File: config.mk
export PLATFORM = sky130hd
export DESIGN_NAME = writeback_queue
export DESIGN_NICKNAME = d
export VERILOG_FILES = /design/src/rtl/wb_pkg.sv /design/src/rtl/wb_fifo.sv /design/src/rtl/writeback_queue.sv
export SDC_FILE = /design/constraint.sdc
export NUM_CORES = 1
export LEC_CHECK = 0
export CORE_ASPECT_RATIO = 1.75
export CORE_UTILIZATION = 62
export DETAILED_ROUTE_END_ITERATION = 10
export HOLD_SLACK_MARGIN = 0.05
export PLACE_DENSITY_LB_ADDON = 0.08
export SYNTH_ARGS = -nofsm -noshare
export SYNTH_HDL_FRONTEND = slang
export SYNTH_HIERARCHICAL = 1
export SYNTH_SLANG_ARGS = --single-unit
export TNS_END_PERCENT = 50
File: constraint.sdc
create_clock -name clk -period 5.15 [get_ports clk]
set_clock_uncertainty 0.2 [all_clocks]
set_input_delay 0.515 -clock clk [delete_from_list [all_inputs] [get_ports clk]]
set_output_delay 0.515 -clock clk [all_outputs]
set_load 0.005 [all_outputs]
File: src/rtl/wb_pkg.sv
// -----------------------------------------------------------------------------
// wb_pkg
// Shared constants and types for the write-back queue that feeds the
// 32 x 32-bit register file write port.
//   DATA_W     : result width
//   ADDR_W     : register address width
//   DEPTH      : FIFO entries (power of two, >= 2)
//   REG_ZERO   : hard-wired zero register address (writes to it are dropped)
//   wb_entry_t : one pending write {add, data}
// -----------------------------------------------------------------------------
package wb_pkg;

  localparam int DATA_W = 32;
  localparam int ADDR_W = 5;
  localparam int DEPTH  = 4;

  localparam logic [ADDR_W-1:0] REG_ZERO = '0;

  typedef struct packed {
    logic [ADDR_W-1:0] add;
    logic [DATA_W-1:0] data;
  } wb_entry_t;

endpackage

File: src/rtl/wb_fifo.sv
// -----------------------------------------------------------------------------
// wb_fifo
// DEPTH-entry circular buffer of pending register writes. Besides the usual
// push/pop/count, every entry is exposed in age order (index 0 = head/oldest,
// index count-1 = tail/youngest) so the parent can run a forwarding search.
// Ports:
//   clk, rst              : clock, asynchronous active-low reset
//   i_push, i_add, i_data : enqueue one entry (caller guarantees not full)
//   i_pop                 : dequeue head (caller guarantees not empty)
//   o_count               : number of stored entries
//   o_ord_add/o_ord_data  : flattened entries in age order, head first
//   o_ord_vld             : per age-slot valid (slot k valid when k < count)
// -----------------------------------------------------------------------------
module wb_fifo #(
  parameter int DEPTH  = 4,
  parameter int DATA_W = 32,
  parameter int ADDR_W = 5
) (
  input  logic                       clk,
  input  logic                       rst,
  input  logic                       i_push,
  input  logic [ADDR_W-1:0]          i_add,
  input  logic [DATA_W-1:0]          i_data,
  input  logic                       i_pop,
  output logic [$clog2(DEPTH):0]     o_count,
  output logic [DEPTH*ADDR_W-1:0]    o_ord_add,
  output logic [DEPTH*DATA_W-1:0]    o_ord_data,
  output logic [DEPTH-1:0]           o_ord_vld
);

  localparam int PW = $clog2(DEPTH);
  localparam int CW = PW + 1;

  // All slots must be readable at once for forwarding, so the storage is
  // register-based rather than a single-read-port RAM.
  logic [ADDR_W-1:0] r_add_mem  [DEPTH];
  logic [DATA_W-1:0] r_data_mem [DEPTH];
  logic [PW-1:0]     r_wr_ptr;
  logic [PW-1:0]     r_rd_ptr;
  logic [CW-1:0]     r_count;

  always_ff @(posedge clk) begin
    if (i_push) begin
      r_add_mem[r_wr_ptr]  <= i_add;
      r_data_mem[r_wr_ptr] <= i_data;
    end
  end

  // Pointers are PW bits wide, so wrap modulo DEPTH falls out naturally.
  always_ff @(posedge clk or negedge rst) begin
    if (!rst) begin
      r_wr_ptr <= '0;
      r_rd_ptr <= '0;
      r_count  <= '0;
    end else begin
      if (i_push) r_wr_ptr <= r_wr_ptr + 1'b1;
      if (i_pop)  r_rd_ptr <= r_rd_ptr + 1'b1;
      case ({i_push, i_pop})
        2'b10:   r_count <= r_count + 1'b1;
        2'b01:   r_count <= r_count - 1'b1;
        default: r_count <= r_count;
      endcase
    end
  end

  assign o_count = r_count;

  // Rotate physical slots into age order starting at the read pointer.
  for (genvar gi = 0; gi < DEPTH; gi++) begin : g_ord
    logic [PW-1:0] w_idx;
    assign w_idx = r_rd_ptr + PW'(gi);
    assign o_ord_add[gi*ADDR_W +: ADDR_W]  = r_add_mem[w_idx];
    assign o_ord_data[gi*DATA_W +: DATA_W] = r_data_mem[w_idx];
    assign o_ord_vld[gi]                   = (CW'(gi) < r_count);
  end

endmodule

File: src/rtl/writeback_queue.sv
// -----------------------------------------------------------------------------
// writeback_queue
// Buffers execute-stage results and drains them one per cycle onto the
// register file's single write port, with read-after-write forwarding for the
// two decode read addresses.
// Ports:
//   clk, rst                    : clock, asynchronous active-low reset
//   in_valid/in_ready           : execute result handshake
//   in_add, in_data             : destination register and value
//   wb_hold                     : suppress draining this cycle
//   w_en, w_add, w_data         : registered register-file write port
//   ql_add/qr_add               : forwarding query addresses
//   ql_hit/qr_hit, ql/qr_data   : youngest pending value for each query
//   count                       : FIFO occupancy (output stage excluded)
//   empty                       : FIFO empty and no write in flight
// -----------------------------------------------------------------------------
module writeback_queue #(
  parameter int DEPTH  = wb_pkg::DEPTH,
  parameter int DATA_W = wb_pkg::DATA_W,
  parameter int ADDR_W = wb_pkg::ADDR_W
) (
  input  logic                   clk,
  input  logic                   rst,
  input  logic                   in_valid,
  output logic                   in_ready,
  input  logic [ADDR_W-1:0]      in_add,
  input  logic [DATA_W-1:0]      in_data,
  input  logic                   wb_hold,
  output logic                   w_en,
  output logic [ADDR_W-1:0]      w_add,
  output logic [DATA_W-1:0]      w_data,
  input  logic [ADDR_W-1:0]      ql_add,
  input  logic [ADDR_W-1:0]      qr_add,
  output logic                   ql_hit,
  output logic                   qr_hit,
  output logic [DATA_W-1:0]      ql_data,
  output logic [DATA_W-1:0]      qr_data,
  output logic [$clog2(DEPTH):0] count,
  output logic                   empty
);

  import wb_pkg::*;

  localparam int CW = $clog2(DEPTH) + 1;

  logic                    w_push;
  logic                    w_pop;
  logic [CW-1:0]           w_count;
  logic [DEPTH*ADDR_W-1:0] w_ord_add;
  logic [DEPTH*DATA_W-1:0] w_ord_data;
  logic [DEPTH-1:0]        w_ord_vld;

  // Ready depends on occupancy only; a pop in the same cycle does not free a
  // slot early, which keeps in_ready off the wb_hold path.
  assign in_ready = (w_count != CW'(DEPTH));
  // Writes to the zero register complete the handshake but are dropped here.
  assign w_push   = in_valid & in_ready & (in_add != ADDR_W'(REG_ZERO));
  assign w_pop    = (w_count != '0) & ~wb_hold;

  wb_fifo #(
    .DEPTH  (DEPTH),
    .DATA_W (DATA_W),
    .ADDR_W (ADDR_W)
  ) u_fifo (
    .clk        (clk),
    .rst        (rst),
    .i_push     (w_push),
    .i_add      (in_add),
    .i_data     (in_data),
    .i_pop      (w_pop),
    .o_count    (w_count),
    .o_ord_add  (w_ord_add),
    .o_ord_data (w_ord_data),
    .o_ord_vld  (w_ord_vld)
  );

  // Output stage: address/data hold their last value when no write is issued.
  always_ff @(posedge clk or negedge rst) begin
    if (!rst) begin
      w_en   <= 1'b0;
      w_add  <= '0;
      w_data <= '0;
    end else begin
      w_en <= w_pop;
      if (w_pop) begin
        w_add  <= w_ord_add[0 +: ADDR_W];
        w_data <= w_ord_data[0 +: DATA_W];
      end
    end
  end

  assign count = w_count;
  assign empty = (w_count == '0) & ~w_en;

  // Priority search: the output stage is oldest, then FIFO head..tail; each
  // later match overrides, so the youngest pending value wins.
  function automatic logic [DATA_W:0] fwd_search(
    input logic [ADDR_W-1:0]       q,
    input logic                    oen,
    input logic [ADDR_W-1:0]       oadd,
    input logic [DATA_W-1:0]       odata,
    input logic [DEPTH*ADDR_W-1:0] fadd,
    input logic [DEPTH*DATA_W-1:0] fdata,
    input logic [DEPTH-1:0]        fvld
  );
    logic [DATA_W:0] res;
    res = '0;
    if (q != ADDR_W'(REG_ZERO)) begin
      if (oen && (oadd == q)) res = {1'b1, odata};
      for (int k = 0; k < DEPTH; k++) begin
        if (fvld[k] && (fadd[k*ADDR_W +: ADDR_W] == q))
          res = {1'b1, fdata[k*DATA_W +: DATA_W]};
      end
    end
    return res;
  endfunction

  assign {ql_hit, ql_data} = fwd_search(ql_add, w_en, w_add, w_data,
                                        w_ord_add, w_ord_data, w_ord_vld);
  assign {qr_hit, qr_data} = fwd_search(qr_add, w_en, w_add, w_data,
                                        w_ord_add, w_ord_data, w_ord_vld);

endmodule
# Word level (Yosys, flattened, before mapping)
# Memories as Yosys holds them, arrays and structs flattened.
# Cells that the tools add are included.
# W data, S select, Z words.
[classes] add_sub_neg=6 order_cmp=4 n_eq_ne=13 mux=15 bitwise_logic=6 n_reduce_logical=16
[ops] op="$mux W33" count=12
[ops] op="$eq A5 B5 Y1" count=10
[ops] op="$reduce_bool A5 Y1" count=3
[ops] op="$logic_and A1 B1 Y1" count=10
[ops] op="$lt A1 B3 Y1 const A" count=2
[ops] op="$lt A2 B3 Y1 const A" count=2
[ops] op="$pmux W3 S2" count=1
[ops] op="$add A2 B1 Y2 const B" count=2
[ops] op="$add A2 B2 Y2 const B" count=2
[ops] op="$and A1 B1 Y1" count=4
[ops] op="$add A3 B1 Y3 const B" count=1
[ops] op="$logic_not A3 Y1" count=1
[ops] op="$ne A3 B3 Y1 const B" count=1
[ops] op="$reduce_bool A3 Y1" count=1
[ops] op="$sub A3 B1 Y3 const B" count=1
[ops] op="$eq A2 B1 Y1 const B" count=1
[ops] op="$eq A2 B2 Y1 const B" count=1
[ops] op="$mux W1" count=2
[ops] op="$not A1 Y1" count=2
[ops] op="$reduce_bool A2 Y1" count=1
[totals] regBits=45 mem_bits_rw=148 out_inout_bits=109 word_cells=68 mem_count=2
[memory_table] memory="u_fifo.r_data_mem" depth=4 word_bits=32 read_ports=4 rd_ports_with_merged_regs=0 write_ports=1 line_no="wb_fifo.sv:37" source="logic [DATA_W-1:0] r_data_mem [DEPTH];"
[memory_table] memory="u_fifo.r_add_mem" depth=4 word_bits=5 read_ports=4 rd_ports_with_merged_regs=0 write_ports=1 line_no="wb_fifo.sv:36" source="logic [ADDR_W-1:0] r_add_mem [DEPTH];"

# Depth between registers and ports, before layout
[depth] ltp_word=8 depth_mapped=12 ltp_nobuf=9

# Modules after synthesis
# The synthesis kept the hierarchy.
[modules_own_cells] mod="wb_fifo" instances=1 cells_each=372 area_each_um2=8464.4
[modules_own_cells] mod="writeback_queue" instances=1 cells_each=632 area_each_um2=5575.3

# Worst setup path after synthesis
# No wires, ideal clock.
[synth_path] path_type="register to output" startpoint="register u_fifo.r_rd_ptr[0]" endpoint="output port qr_data[0]" arrival_time_ns=2.475 required_ns=4.435 path_slack_ns=1.960 stages_incl_launch_ff=13 n_path_buf=6 cell_sequence="dfrtp_1 > buf_6 > buf_6 > buf_6 > buf_4 > mux4_2 > xor2_1 > nor4_2 > and2_1 > buf_2 > clkbuf_1 > nand2_1 > a2bb2oi_2"
[synth_between] elab_cells_between_ends=18 classes_between="3 x add/sub; 4 x eq/ne; 5 x mux; 4 x reduce/logical; 2 x memory"
[synth_rtl] item="start: declaration" line_no="wb_fifo.sv:39" source="logic [PW-1:0] r_rd_ptr;"
[synth_rtl] item="start signal: assignment" line_no="wb_fifo.sv:57" source="if (i_pop) r_rd_ptr <= r_rd_ptr + 1'b1;"
[synth_rtl] item="$add A2 B2 Y2" line_no="wb_fifo.sv:71" source="assign w_idx = r_rd_ptr + PW'(gi);"
[synth_rtl] item="$mem_v2 Z4 W5"
[synth_rtl] item="net w_ord_add[15]" line_no="writeback_queue.sv:49" source="logic [DEPTH*ADDR_W-1:0] w_ord_add;"
[synth_rtl] item="$eq A5 B5 Y1" line_no="writeback_queue.sv:111" source="if (fvld[k] && (fadd[k*ADDR_W +: ADDR_W] == q))"
[synth_rtl] item="$logic_and A1 B1 Y1" line_no="writeback_queue.sv:111"
[synth_rtl] item="$mux W33" line_no="writeback_queue.sv:111"
[synth_rtl] item="$mux W33" line_no="writeback_queue.sv:108" source="if (q != ADDR_W'(REG_ZERO)) begin"
[synth_rtl] item="end: declaration" line_no="writeback_queue.sv:37" source="output logic [DATA_W-1:0] qr_data,"
# The timed path passes the listed nets, and every way through them passes these cells.

# Worst setup path in the final report
[layout_path] startpoint="register u_fifo.r_rd_ptr[1]" endpoint="output port ql_data[3]"
[layout_between] elab_chain_cells=8 elab_cells_between_ends=18 classes_between="3 x add/sub; 4 x eq/ne; 5 x mux; 4 x reduce/logical; 2 x memory"
[layout_lines] item="$mem_v2 Z4 W5"
[layout_lines] item="net w_ord_add[4]" line_no="writeback_queue.sv:49"
[layout_lines] item="$eq A5 B5 Y1" line_no="writeback_queue.sv:111"
[layout_lines] item="$logic_and A1 B1 Y1" line_no="writeback_queue.sv:111"
[layout_lines] item="$mux W33 (4 in series)" line_no="writeback_queue.sv:111"
[layout_lines] item="$mux W33" line_no="writeback_queue.sv:108"
[layout_lines] item="end: declaration" line_no="writeback_queue.sv:36" source="output logic [DATA_W-1:0] ql_data,"
# The timed path passes the listed nets, and every way through them passes these cells.

==> results.yml <==
yosys:
  syn_area_sq_um: 14000
  synthDistinctLibCells: 51
  synth_fp_nets: 1063
  yosys.area.top_type_share_pct: 31.7
  synth_ff_type: "edfxtp_1"
  ys_seq_area_share_pct: 39.7
  synthArstFlopShare_pct: 23.3
  synth_area_per_cell_sq_um: 14.0
  yosys_register_bits: 193
  yosysTopAreaCell: "edfxtp_1"
  synthTopCellsByCount: "edfxtp_1 (148), mux4_2 (148), nand2_1 (131), a21oi_1 (62)"
  synthTopCellsByArea: "edfxtp_1 (32%), mux4_2 (24%), dfrtp_1 (8.0%), a2bb2oi_2 (6.4%), a22o_1 (3.8%)"
  synth_cells: 1004
  synth_edf_count: 148
  synth_warnings: 6
sta:
  rsz0062_at_grt: "no"
  slew_viol_final: 0
  fmax_mhz: 202
  report.final.setup_viol: 0
  worst_pin_slew_ps: 974
  post-route-period-util_pct: 96.0
  hold_violations: 0
  period_needed_ps: 4940
  setup_tns_ps: 0
  slew_headroom_pct: 35.1
setup_path:
  cp.required_ps: 4430
  worstSetupPathType: "register to output port"
  r2r_slack_ps: 1880
  cp_max_fo: 25
  crit_arrival_ps: 4230
  start_kind: "register"
  cp-end-kind: "output port"
floorplan:
  die_h_um: 201
  start_util_pct: 63.4
  ioPinCount: 160
  coreArea_sq_um: 22200
  dieArea_sq_um: 23300
  die_w_um: 116
  rows: 72
detailed_routing:
  wl_per_cell_um: 29.0
  viasPerCell: 7.68
  drtAntennaViolNets: 0
  drc: 0
  vias: 10900
  dr.pass1.iters: 7
  drt_wl_total_mm: 41.3
  drt_iter0_markers: 1124
clock_tree:
  worstSkewPairLatency_ps: 450
  cts_buffers: 17
  cts_tree: "yes"
  clk_pin_slew_ps: 70
  cts.htree.levels: 4
  root_buffer: "clkbuf_16"
  cts.sinks: 193
  clk_path_buf_depth: 2
pwr:
  p_int_mw: 5.81
  seqPwrFrac_pct: 27.7
  pwr_density_cell_nw_per_um2: 586
  swShare_pct: 38.9
  p_leak_nw: 5.41
  power.switching_mw: 3.70
  ir_drop_uv: 417
  clkPwrFrac_pct: 13.6
  p_comb_share_pct: 58.7
finish:
  post-route-util_pct: 73.2
  area_growth_pct: 15.6
  nets: 1173
  drive_above_1_share_pct: 30.4
  n_fill_cell: 1472
  multi_input_area_sq_um: 7780
  seq_area_sq_um: 5580
run_status:
  status: "finished, final reports clean"
worst_hold_path:
  hp-class: "register to register"
placement:
  io_buffer_count: 159
  gp_congestion: 0.858
  place_hpwl_mm: 26.2
global_route:
  grt_max_degree: 82
  antenna_found_initial: 0
  overflow: 0
  grt_pass1_vias: 11000
  grt_usage_pct: 36.9
  grt_pass1_wl_mm: 62.1
flow_run:
  cap_violations: 0
[per-stage QoR]
step | std cells | cell area, sq um | worst slack (ps) | total power [mW] | hold WS, ps
4_1_cts | 1421 | 16200 | 86.1 | 9.42 | 351
2_1_floorplan | 1004 | 14000 | 1960 | 6.38 | 19.4
5_1_grt | 1423 | 16200 | 59.8 | 9.92 | 376
3_3_place_gp | 1388 | 15600 | 667 | 8.02 | 333
6_report | 1424 | 16200 | 207 | 9.50 | 354
3_5_place_dp | 1388 | 15600 | 574 | 8.12 | 339
[cell type report]
cell class	instances	share of cell area, %
Multi-Input combinational cell	697	47.9
Clock buffer	22	2.80
Inverter	7	0.162
Tap cell	296	2.28
Antenna cell	1	0.0154
Clock inverter	10	0.686
Timing Repair Buffer	198	11.8
Sequential cell	193	34.4
[worst max-delay path, cell delays in order (launching register included)]
cell and delay, ps:
dfrtp_4 670, mux4_2 660, xor2_1 180, nor4_1 470, and3_2 350, nor2b_4 310
buf_12 230, a22o_1 160, a2bb2oi_2 190, clkdlybuf4s50_1 530
[sequential cells by signal, indices dropped and copies added, names as in the netlist]
signal             flops
u_fifo/o_count         3
u_fifo/r_wr_ptr        2
w_add                  5
u_fifo/r_rd_ptr        2
w_data                32
u_fifo/r_add_mem      20
u_fifo/r_data_mem    128
w_en                   1
[layer usage]
layer,track usage (%),wire (um),up-vias
met2,60.6,21000,875
li1,-,-,4359
met1,42.6,13300,5470
met5,0,0,-
met3,7.76,4130,231
met4,25.5,2840,0
[logic make-up (layout without fill, tap and decap cells)]
family,after synthesis,in the layout,share of synthesized area [%]
mux,186,186,26.8
simple gates,185,185,6.89
flops,193,193,39.7
xor+xnor,56,56,3.55
fa+ha+maj,8,8,0.713
compound gates,262,262,17.3
other cells,0,1,0
buf+inv,114,237,5.08
[layout by cell type, fill, tap and decap left out, types with 8 or more instances in the layout]
cell type / count
clkdlybuf4s50_1: 158
mux4_2: 148
edfxtp_1: 148
nand2_1: 131
a21oi_1: 62
a22o_1: 61
o221ai_1: 61
a2bb2oi_2: 60
dfrtp_1: 43
xor2_1: 42
mux2_2: 37
buf_4: 35
clkbuf_16: 17
xnor2_1: 13
nor2_1: 9
ha_1: 8
[power groups by stage]
stage	combinational, mW	clock, mW	sequential, mW
after floorplan	3.93	0	2.44
after global placement	5.41	0	2.61
after detailed placement	5.48	0	2.64
after CTS	5.51	1.30	2.61
after global routing	5.88	1.36	2.68
final	5.58	1.29	2.63
[timing repair]
action	4_1_cts	5_1_grt
setup buffers	0	2
gates resized for setup	0	1
setup endpoints to repair	0	14
hold buffers	1	0
endpoints found under the hold margin	29	0
[worst paths after layout]
check / to / start / cells past startpoint
worst max-delay path: ql_data[3] / u_fifo/r_rd_ptr[1] / 9
worst min register to register: u_fifo/r_wr_ptr[0] / u_fifo/r_wr_ptr[0] / 1
max in group asynchronous: u_fifo/r_rd_ptr[0] / rst / 3
min in group asynchronous: w_data[26] / rst / 2
worst min-delay path: u_fifo/r_wr_ptr[0] / u_fifo/r_wr_ptr[0] / 1
worst max register to register: w_data[17] / u_fifo/r_rd_ptr[0] / 4
No activity file was read; power rests on OpenSTA's default activity.
==> variant (same flow settings) <==
The package constant `REG_ZERO` goes from '0 to 1.
--- a/src/rtl/wb_pkg.sv
+++ b/src/rtl/wb_pkg.sv
@@ -14,7 +14,7 @@
   localparam int ADDR_W = 5;
   localparam int DEPTH  = 4;
 
-  localparam logic [ADDR_W-1:0] REG_ZERO = '0;
+  localparam logic [ADDR_W-1:0] REG_ZERO = 1;
 
   typedef struct packed {
     logic [ADDR_W-1:0] add;
Check against the original RTL: not equivalent (a bounded check fails within 4 cycles, from zero or initial values and one cycle with rst low).
==> variant against the original RTL <==
Synthesized cell count rose by 3.3%; area after synthesis is 4.3% lower; design area is 3.5% lower; power down 4.2%; sequential cell count is the same; clock power increased by 7%; wire length shrank 6.4%; critical path type unchanged; largest power group unchanged; worst setup slack got worse by 0.11 ns; combinational power down 8.2%; critical path depth did not move; first-iteration DRC count down 0.62%; global-route usage fell by 1.1 points; sequential share of layout area is 1.2 points higher.
==> variant: results (changes against the original RTL) <==
| Metric | Value |
|---|---|
| Fraction of registers with async set or reset after synthesis | 23.3% (unchanged) |
| GRT Resource Usage Total | 35.7% (was 36.9%) |
| Number of antenna violations at the first check in global routing | 2 (was 0) |
| Routability congestion estimate | 0.921 (was 0.858) |
| Pin count of the biggest net entering global routing | 83 (was 82) |
| EDFF count, synth | 148 (unchanged) |
| HPWL after detailed placement | 24,500 um (was 26,200 um) |
| Inserted Clock Buffers | 17 (unchanged) |
| Port Buf Inserts | 159 (unchanged) |
| Count of filler cells inserted in the layout | 1,409 (was 1,472) |
| Sequential element share of the synthesized area | 41.5% (was 39.7%) |
| Result of the run | completed (unchanged) |
| Post-synthesis cell type count | 39 (was 51) |
| Most instantiated flip-flop cell in the synthesis netlist | edfxtp_1 (unchanged) |
| Worst hold path depth | 1 (unchanged) |
| Gates resized, CTS repair | 1 (was 0) |
| Maximum fanout encountered on the critical timing path | 27 (was 25) |
| IR Drop Worst-Case VDD | 0.000392 V (was 0.000417 V) |
| Final net count | 1,195 (was 1,173) |
| Iteration-0 DRC count of the detailed router | 1,117 (was 1,124) |
| Fraction of final layout cells sized beyond drive strength 1 | 23.6% (was 30.4%) |
| Via count of the first global-routing pass | 10,500 (was 11,000) |
| Synth top area cells | edfxtp_1 33%, mux4_2 25%, dfrtp_1 8.4%, mux2_2 3.1%, nor2_1 2.9% (was edfxtp_1 32%, mux4_2 24%, dfrtp_1 8.0%, a2bb2oi_2 6.4%, a22o_1 3.8%) |
| Worst Path Arrival | 4.33 ns (was 4.23 ns) |
| Top cells by instance count after synthesis | 148 x edfxtp_1, 148 x mux4_2, 104 x nor2_1, 72 x nand2_1, 45 x dfrtp_1 (was 148 x edfxtp_1, 148 x mux4_2, 131 x nand2_1, 62 x a21oi_1) |
| Wire length of the first global-routing pass | 58,600 um (was 62,100 um) |
| Vias per inst | 7.32 (was 7.68) |
| R2R depth | 6 (was 4) |
| Net Count, Synth | 1,096 (was 1,063) |
| Post-Route WL | 38,600 um (was 41,300 um) |
| First-pass detailed-route iteration total | 8 (was 7) |
| Pleak | 5.12 nW (was 5.41 nW) |
| Slew at the pin closest to its max-slew limit | 1.19 ns (was 0.974 ns) |
[variant: cell count changes after synthesis, sizes merged, moves of 14 or more]
cell	unedited run	this run
nor2	13	104
a2bb2oi	62	0
a22o	61	0
o221ai	61	0
nand2	131	72
a32o	0	32
mux2i	1	33
o211ai	0	32
a31oi	0	31
o21ai	3	34
a211o	0	30
a21oi	62	33
nand3	6	33
clkbuf	27	41
[variant: per-stage QoR]
step | utilization [%] | instances | instance area, um^2 | setup slack (ns)
floorplan | - | 1037 | 13400 | 1.83
detailed placement | 71.2 | 1404 | 15000 | 0.471
global route | 74.2 | 1439 | 15700 | 0.00748
finish | 74.2 | 1439 | 15700 | 0.101
global placement | 71.2 | 1404 | 15000 | 0.551
CTS | 74.2 | 1437 | 15700 | 0.102
[variant: logic make-up after synthesis]
kind of cell / count (synthesis) / share of synthesized area (%)
AND/OR/NAND/NOR: 241 / 7.66
multiplexers: 218 / 30.4
AO/OA/AOI/OAI: 200 / 10.6
flip-flops: 193 / 41.5
buffers and inverters: 121 / 5.55
XOR/XNOR: 56 / 3.65
adder cells (fa/ha/maj): 8 / 0.745
[variant: per-layer routing]
metal  share of wire [%]  track usage [%]
met1                  33             40.2
met2                  52             61.7
met3                 9.3             7.69
met4                 5.4             22.2
met5                   0                0
[variant: path summary, 6_finish.rpt]
path,startpoint,end,slack (ns)
setup reg to reg,u_fifo/o_count[1],u_fifo/r_data_mem[0][18],1.94
hold reg to reg,u_fifo/r_wr_ptr[0],u_fifo/r_wr_ptr[0],0.34
max in group asynchronous,rst,u_fifo/r_rd_ptr[1],3.67
hold / removal,u_fifo/r_wr_ptr[0],u_fifo/r_wr_ptr[0],0.34
min in group asynchronous,rst,w_add[3],0.53
setup / recovery,u_fifo/r_rd_ptr[0],ql_data[12],0.10
[variant: cell type report]
type | instances | area (um^2) | area share (%)
multi-input combinational | 723 | 7170 | 45.8
sequential | 193 | 5580 | 35.6
timing repair buffer | 193 | 1910 | 12.2
clock buffer | 20 | 457 | 2.92
tap | 288 | 360 | 2.30
clock inverter | 12 | 158 | 1.01
inverter | 8 | 30.0 | 0.192
antenna | 2 | 5.00 | 0.0319
[variant: worst max-delay path: stages, from the launching register on]
cell,delay (ns)
dfrtp_4,0.68
mux4_2,0.59
xor2_1,0.17
nor4_2,0.51
and3_2,0.44
buf_12,0.24
a21oi_1,0.07
a211o_1,0.30
a31oi_1,0.29
clkdlybuf4s50_1,0.58
[variant: power by group]
| group | switching (mW) | total, mW | internal, mW | leakage, nW |
|---|---|---|---|---|
| clock network | 0.589 | 1.38 | 0.791 | 0.293 |
| registers | 0.478 | 2.61 | 2.13 | 1.88 |
| logic | 2.35 | 5.12 | 2.76 | 2.95 |
| total | 3.42 | 9.11 | 5.69 | 5.12 |
